File: src/rtl/silly_pkg.sv
// Shared types for the silly1 input-side stimulus sequencer.
package silly_pkg;

  typedef enum logic [1:0] {
    ST_PASS = 2'd0,
    ST_LOAD = 2'd1,
    ST_PLAY = 2'd2,
    ST_DONE = 2'd3
  } state_t;

  localparam logic [1:0] MODE_PASS = 2'b00;
  localparam logic [1:0] MODE_LOAD = 2'b01;
  localparam logic [1:0] MODE_ONCE = 2'b10;
  localparam logic [1:0] MODE_LOOP = 2'b11;

endpackage

File: src/rtl/silly_sync.sv
// Two-flop synchroniser for asynchronous pins, parameterised width.
module silly_sync #(
  parameter int W = 1
) (
  input  logic         i_clk,
  input  logic         i_rst_n,
  input  logic [W-1:0] i_d,
  output logic [W-1:0] o_q
);

  logic [W-1:0] r_meta;
  logic [W-1:0] r_sync;

  always_ff @(posedge i_clk or negedge i_rst_n) begin
    if (!i_rst_n) begin
      r_meta <= '0;
      r_sync <= '0;
    end else begin
      r_meta <= i_d;
      r_sync <= r_meta;
    end
  end

  assign o_q = r_sync;

endmodule

File: src/rtl/silly_stim_sequencer.sv
// Chooses what drives silly1.ui_in: live pins, or a short pattern loaded from uio_in and replayed.
//
// state | meaning
// PASS  | core_in follows ui_in with one clock of latency
// LOAD  | capture cfg_data on each synchronised cfg_wr rise; core_in holds
// PLAY  | replay mem[0..len-1] at 2**rate_sel clocks per step; busy high
// DONE  | single replay finished; core_in holds last byte until mode leaves 1x
module silly_stim_sequencer
  import silly_pkg::*;
#(
  parameter int DEPTH  = 8,
  parameter int DW     = 8,
  parameter int RATE_W = 4,
  localparam int IW    = $clog2(DEPTH),
  localparam int LW    = IW + 1
) (
  input  logic              i_clk,
  input  logic              i_rst_n,
  input  logic [DW-1:0]     i_ui_in,
  input  logic [DW-1:0]     i_cfg_data,
  input  logic              i_cfg_wr,
  input  logic [1:0]        i_cfg_mode,
  input  logic [RATE_W-1:0] i_rate_sel,
  output logic [DW-1:0]     o_core_in,
  output logic              o_busy,
  output logic [IW-1:0]     o_idx,
  output logic              o_ovf
);

  localparam int TW = (2 ** RATE_W) - 1;

  state_t          r_state, w_state_nxt;
  logic [DW-1:0]   r_core_in, w_core_nxt;
  logic [IW-1:0]   r_idx, w_idx_nxt;
  logic [IW-1:0]   r_wr_ptr, w_wr_ptr_nxt;
  logic [LW-1:0]   r_len, w_len_nxt;
  logic [TW-1:0]   r_tick, w_tick_nxt;
  logic            r_ovf, w_ovf_nxt;
  logic            r_wr_d;
  logic            w_mem_we;
  logic            w_wr_s;
  logic            w_wr_rise;
  logic [1:0]      w_mode;
  logic [TW-1:0]   w_tick_load;
  logic            w_last;
  logic [DW-1:0]   r_mem [DEPTH];

  silly_sync #(.W(1)) u_sync_wr (
    .i_clk   (i_clk),
    .i_rst_n (i_rst_n),
    .i_d     (i_cfg_wr),
    .o_q     (w_wr_s)
  );

  silly_sync #(.W(2)) u_sync_mode (
    .i_clk   (i_clk),
    .i_rst_n (i_rst_n),
    .i_d     (i_cfg_mode),
    .o_q     (w_mode)
  );

  assign w_wr_rise = w_wr_s & ~r_wr_d;

  // Step timer is a down-counter reloaded with the period on PLAY entry and at every step,
  // so rate_sel takes effect exactly at those points; the shift wraps cleanly at the max rate.
  assign w_tick_load = (TW'(1) << i_rate_sel) - TW'(1);
  assign w_last      = ({1'b0, r_idx} == (r_len - LW'(1)));

  always_ff @(posedge i_clk or negedge i_rst_n) begin
    if (!i_rst_n) begin
      r_state <= ST_PASS;
    end else begin
      r_state <= w_state_nxt;
    end
  end

  always_comb begin
    w_state_nxt  = r_state;
    w_core_nxt   = r_core_in;
    w_idx_nxt    = r_idx;
    w_wr_ptr_nxt = r_wr_ptr;
    w_len_nxt    = r_len;
    w_tick_nxt   = r_tick;
    w_ovf_nxt    = r_ovf;
    w_mem_we     = 1'b0;

    unique case (r_state)
      ST_PASS: begin
        w_core_nxt = i_ui_in;
        if (w_mode == MODE_LOAD) begin
          w_state_nxt  = ST_LOAD;
          w_wr_ptr_nxt = '0;
          w_len_nxt    = '0;
          w_ovf_nxt    = 1'b0;
        end else if (w_mode[1]) begin
          w_state_nxt = ST_PLAY;
          w_idx_nxt   = '0;
          w_tick_nxt  = w_tick_load;
        end
      end

      ST_LOAD: begin
        if (w_wr_rise) begin
          if (r_len == LW'(DEPTH)) begin
            w_ovf_nxt = 1'b1;
          end else begin
            w_mem_we     = 1'b1;
            w_wr_ptr_nxt = r_wr_ptr + IW'(1);
            w_len_nxt    = r_len + LW'(1);
          end
        end
        if (w_mode == MODE_PASS) begin
          w_state_nxt = ST_PASS;
          w_idx_nxt   = '0;
        end else if (w_mode[1]) begin
          w_state_nxt = ST_PLAY;
          w_idx_nxt   = '0;
          w_tick_nxt  = w_tick_load;
        end
      end

      ST_PLAY: begin
        w_core_nxt = (r_len == '0) ? '0 : r_mem[r_idx];
        if (w_mode == MODE_PASS) begin
          w_state_nxt = ST_PASS;
          w_idx_nxt   = '0;
          w_tick_nxt  = '0;
        end else if (w_mode == MODE_LOAD) begin
          w_state_nxt  = ST_LOAD;
          w_idx_nxt    = '0;
          w_tick_nxt   = '0;
          w_wr_ptr_nxt = '0;
          w_len_nxt    = '0;
          w_ovf_nxt    = 1'b0;
        end else if (r_len == '0) begin
          w_state_nxt = ST_DONE;
          w_tick_nxt  = '0;
        end else if (r_tick == '0) begin
          w_tick_nxt = w_tick_load;
          if (!w_last) begin
            w_idx_nxt = r_idx + IW'(1);
          end else if (w_mode == MODE_LOOP) begin
            w_idx_nxt = '0;
          end else begin
            w_state_nxt = ST_DONE;
            w_tick_nxt  = '0;
          end
        end else begin
          w_tick_nxt = r_tick - TW'(1);
        end
      end

      ST_DONE: begin
        if (w_mode == MODE_PASS) begin
          w_state_nxt = ST_PASS;
          w_idx_nxt   = '0;
        end else if (w_mode == MODE_LOAD) begin
          w_state_nxt  = ST_LOAD;
          w_idx_nxt    = '0;
          w_wr_ptr_nxt = '0;
          w_len_nxt    = '0;
          w_ovf_nxt    = 1'b0;
        end
      end

      default: w_state_nxt = ST_PASS;
    endcase
  end

  always_ff @(posedge i_clk or negedge i_rst_n) begin
    if (!i_rst_n) begin
      r_core_in <= '0;
      r_idx     <= '0;
      r_wr_ptr  <= '0;
      r_len     <= '0;
      r_tick    <= '0;
      r_ovf     <= 1'b0;
      r_wr_d    <= 1'b0;
    end else begin
      r_core_in <= w_core_nxt;
      r_idx     <= w_idx_nxt;
      r_wr_ptr  <= w_wr_ptr_nxt;
      r_len     <= w_len_nxt;
      r_tick    <= w_tick_nxt;
      r_ovf     <= w_ovf_nxt;
      r_wr_d    <= w_wr_s;
    end
  end

  // cfg_data is taken straight from the pin; the writer holds it across the synchroniser delay.
  always_ff @(posedge i_clk or negedge i_rst_n) begin
    if (!i_rst_n) begin
      for (int i = 0; i < DEPTH; i++) r_mem[i] <= '0;
    end else if (w_mem_we) begin
      r_mem[r_wr_ptr] <= i_cfg_data;
    end
  end

  assign o_core_in = r_core_in;
  assign o_busy    = (r_state == ST_PLAY);
  assign o_idx     = r_idx;
  assign o_ovf     = r_ovf;

endmodule

File: config.mk
export PLATFORM = sky130hd
export DESIGN_NAME = silly_stim_sequencer
export DESIGN_NICKNAME = d
export VERILOG_FILES = /design/src/rtl/silly_pkg.sv /design/src/rtl/silly_sync.sv /design/src/rtl/silly_stim_sequencer.sv
export SDC_FILE = /design/constraint.sdc
export NUM_CORES = 1
export LEC_CHECK = 0
export ABC_AREA = 1
export CAP_MARGIN = 10
export CORE_UTILIZATION = 35
export DETAILED_ROUTE_END_ITERATION = 10
export SLEW_MARGIN = 40
export SYNTH_ARGS = -nofsm -noshare
export SYNTH_HDL_FRONTEND = slang
export SYNTH_SLANG_ARGS = --single-unit
File: constraint.sdc
create_clock -name i_clk -period 5.78 [get_ports i_clk]
set_clock_uncertainty 0.1 [all_clocks]
set_input_delay 0.578 -clock i_clk [delete_from_list [all_inputs] [get_ports i_clk]]
set_output_delay 0.578 -clock i_clk [all_outputs]
set_load 0.03 [all_outputs]
==> flow_summary.toml <==
[synthesis]
ys_top_cells_by_area = "dfrtp_1 (47%), nand2_1 (11%), nor2_1 (6.4%), o21ai_0 (4.7%), nand3_1 (4.5%)"
synth_edf_count = 0
syn_inst = 712
synth_cell_types = 36
ys_ff_latch = 107
ys_seq_area_frac = 0.468
syn_area_per_cell_um2 = 8.04
synth_warnings = 0
synth_fp_nets = 743
ys.flop_type = "dfrtp_1"
async_reset_ff_frac = 1.00
yosysTopAreaCell = "dfrtp_1"
syn_area_mm2 = 0.00572
synth.top_cell.area_share = 0.468

[setup_path]
cp_max_fo = 11
crit_type = "flip-flop to output pin"
cp-start-kind = "flip-flop"
required_ps = 5100
r2r_cells = 11
cp_slowest_stage_delay_ps = 710
r2r-end = "r_tick[7]"
reg2reg_from = "r_tick[0]"
crit_path_top_delay_cell = "clkdlybuf4s50_1"
timing.critical_path.to_type = "output pin"
cp_cell_sequence = "inv_4, nand2_2, inv_1, clkdlybuf4s50_1"
crit_arrival_ps = 2390
path_delay_family = "buffers and inverters"
worst-path-buf-inv = 3
rrSetupSlack_ps = 2990

[global_routing]
grt_pass1_vias = 4571
grt_use_total = 0.188
overflow = 0
grt_pass1_wl_um = 24200
grt_max_degree = 64
antenna_found_initial = 0

[cells_and_area]
finalCoreUtilization = 0.408
area_growth_pct = 13.6
n_antenna_cell = 0
nNetsFinal = 764
final_cells = 954
fillers = 1672
drive_gt1_frac = 0.0664

[timing]
final.setup.tns_ps = 0
timing.fmax_mhz = 326
tightest_slew_ps = 809
slew_headroom = 0.459
fin_crit_ps = 3070
finalCritPeriodShare = 0.530
final-hold-violation-count = 0
setup_viol = 0
slew_viol_final = 0
rsz0062_at_grt = "no"

[clocking]
tritoncts = "done"
cts_num_sinks = 107
postCtsResizedCells = 0
cts_setup_buffers = 0
cts_root_buf = "clkbuf_16"
clkTransAtPathRegs_ps = 70
numCtsBuffers = 9
clockBufferDepth = 2
clk_latency_ps = 350
h-tree-depth = 3
hold_buffers = 0

[placed_design]
gp_congestion = 0.860
portBuffers = 37
dp_cells = 938
dp_hpwl_um = 9950

[drt]
drt-initial-drc-count = 367
first_pass_iters = 5
dr_total_vias = 4859
drc_errors = 0
ant_nets = 0
drt_wl_total_um = 14800
viasPerCell = 5.09
routedWlPerCell_um = 15.5

[floorplanning]
die_x_um = 130
die-area_mm2 = 0.0169
io_pins = 38
coreArea_mm2 = 0.0159
die_h_um = 130
rows = 46
initial_core_util = 0.359

[job]
cap_violations = 0

[worst_hold_path]
hold_class = "input pin to asynchronous set/reset pin"

[outcome]
status = "complete, no violations"

[power]
power_per_cell_area_mw_per_mm2 = 321
leakagePower_nw = 2.96
irDropWorstVdd_mv = 0.222
layout by cell type, fill, tap and decap left out, types with 10 or more instances in the layout:
cell,Yosys,layout
nand3_1,52,52
dfrtp_1,107,107
inv_1,51,50
a21oi_1,22,22
o21ai_1,48,48
nor2_1,98,98
clkdlybuf4s50_1,0,36
o221ai_1,12,12
nand2_1,163,163
o21ai_0,54,54
xor2_1,10,10
synth_stat cells (all sizes together), types with 2 or more instances:
library cell and instances:
nand3 52, ha 6, inv 56, nand4 16, xor2 10, nor3 4, buf 19, o21ai 111
xnor2 2, dfrtp 107, a21oi 22, o211ai 5, clkbuf 10, o22ai 6, nor2 101, o221ai 12
nand2 167
cell type report:
| cell class | count | area, um2 | share of cell area |
|---|---|---|---|
| inverter | 56 | 213 | 0.0327 |
| clock inverter | 5 | 60.1 | 0.00924 |
| timing repair buffer | 39 | 387 | 0.0595 |
| sequential | 107 | 2680 | 0.412 |
| clock buffer | 11 | 253 | 0.0389 |
| multi-input combinational | 520 | 2640 | 0.406 |
| tap | 216 | 270 | 0.0416 |
cells by family after synthesis:
logic type | Yosys count | share of synthesized area
adders and majority gates | 6 | 0.0131
xor gates and xnor gates | 12 | 0.0184
AOI/OAI and AO/OA | 159 | 0.157
buffers and inverters | 85 | 0.0711
DFF | 107 | 0.468
and+or+nand+nor | 343 | 0.272
where the power goes:
part           switching [W]  leakage [nW]  total (W)  internal, W
Sequential         0.0000869          1.13   0.000943     0.000856
Clock               0.000278         0.152   0.000639     0.000361
Combinational       0.000314          1.67   0.000502     0.000189
Total               0.000678          2.96    0.00208      0.00141
worst max path at each step:
stage                  start         end  slack [ps]  cells after the start
2_1_floorplan  i_rate_sel[3]  r_tick[14]        3810                     11
3_3_place_gp        o_idx[0]   r_tick[7]        2980                     11
3_5_place_dp       r_tick[0]   r_tick[7]        2980                     11
4_1_cts           r_state[0]      o_busy        2720                      4
5_1_grt           r_state[0]      o_busy        2630                      4
6_report          r_state[0]      o_busy        2710                      4
metrics by stage:
step / setup slack [ps] / total power [W] / area, um2 / hold WS, ps
2_1_floorplan: 3810 / 0.00129 / 5720 / 182
3_3_place_gp: 2980 / 0.00146 / 6180 / 235
3_5_place_dp: 2980 / 0.00146 / 6180 / 236
4_1_cts: 2720 / 0.00210 / 6490 / 136
5_1_grt: 2630 / 0.00221 / 6500 / 172
6_report: 2710 / 0.00208 / 6500 / 124
metal layers:
layer / track usage / wire, um / vias up
met3: 0.0312 / 631 / 15
met1: 0.252 / 6810 / 2310
met2: 0.310 / 7070 / 121
met4: 0.0602 / 265 / 0
li1: - / - / 2413
met5: 0 / 0 / -
state kept, by name, indices dropped and copies added (netlist names):
name                flops
o_core_in               8
o_idx                   3
o_ovf                   1
r_len                   4
r_mem                  64
r_state                 2
r_tick                 15
r_wr_d                  1
r_wr_ptr                3
u_sync_mode.o_q         2
u_sync_mode.r_meta      2
u_sync_wr.o_q           1
u_sync_wr.r_meta        1
Power figures use the tool's default switching activity.
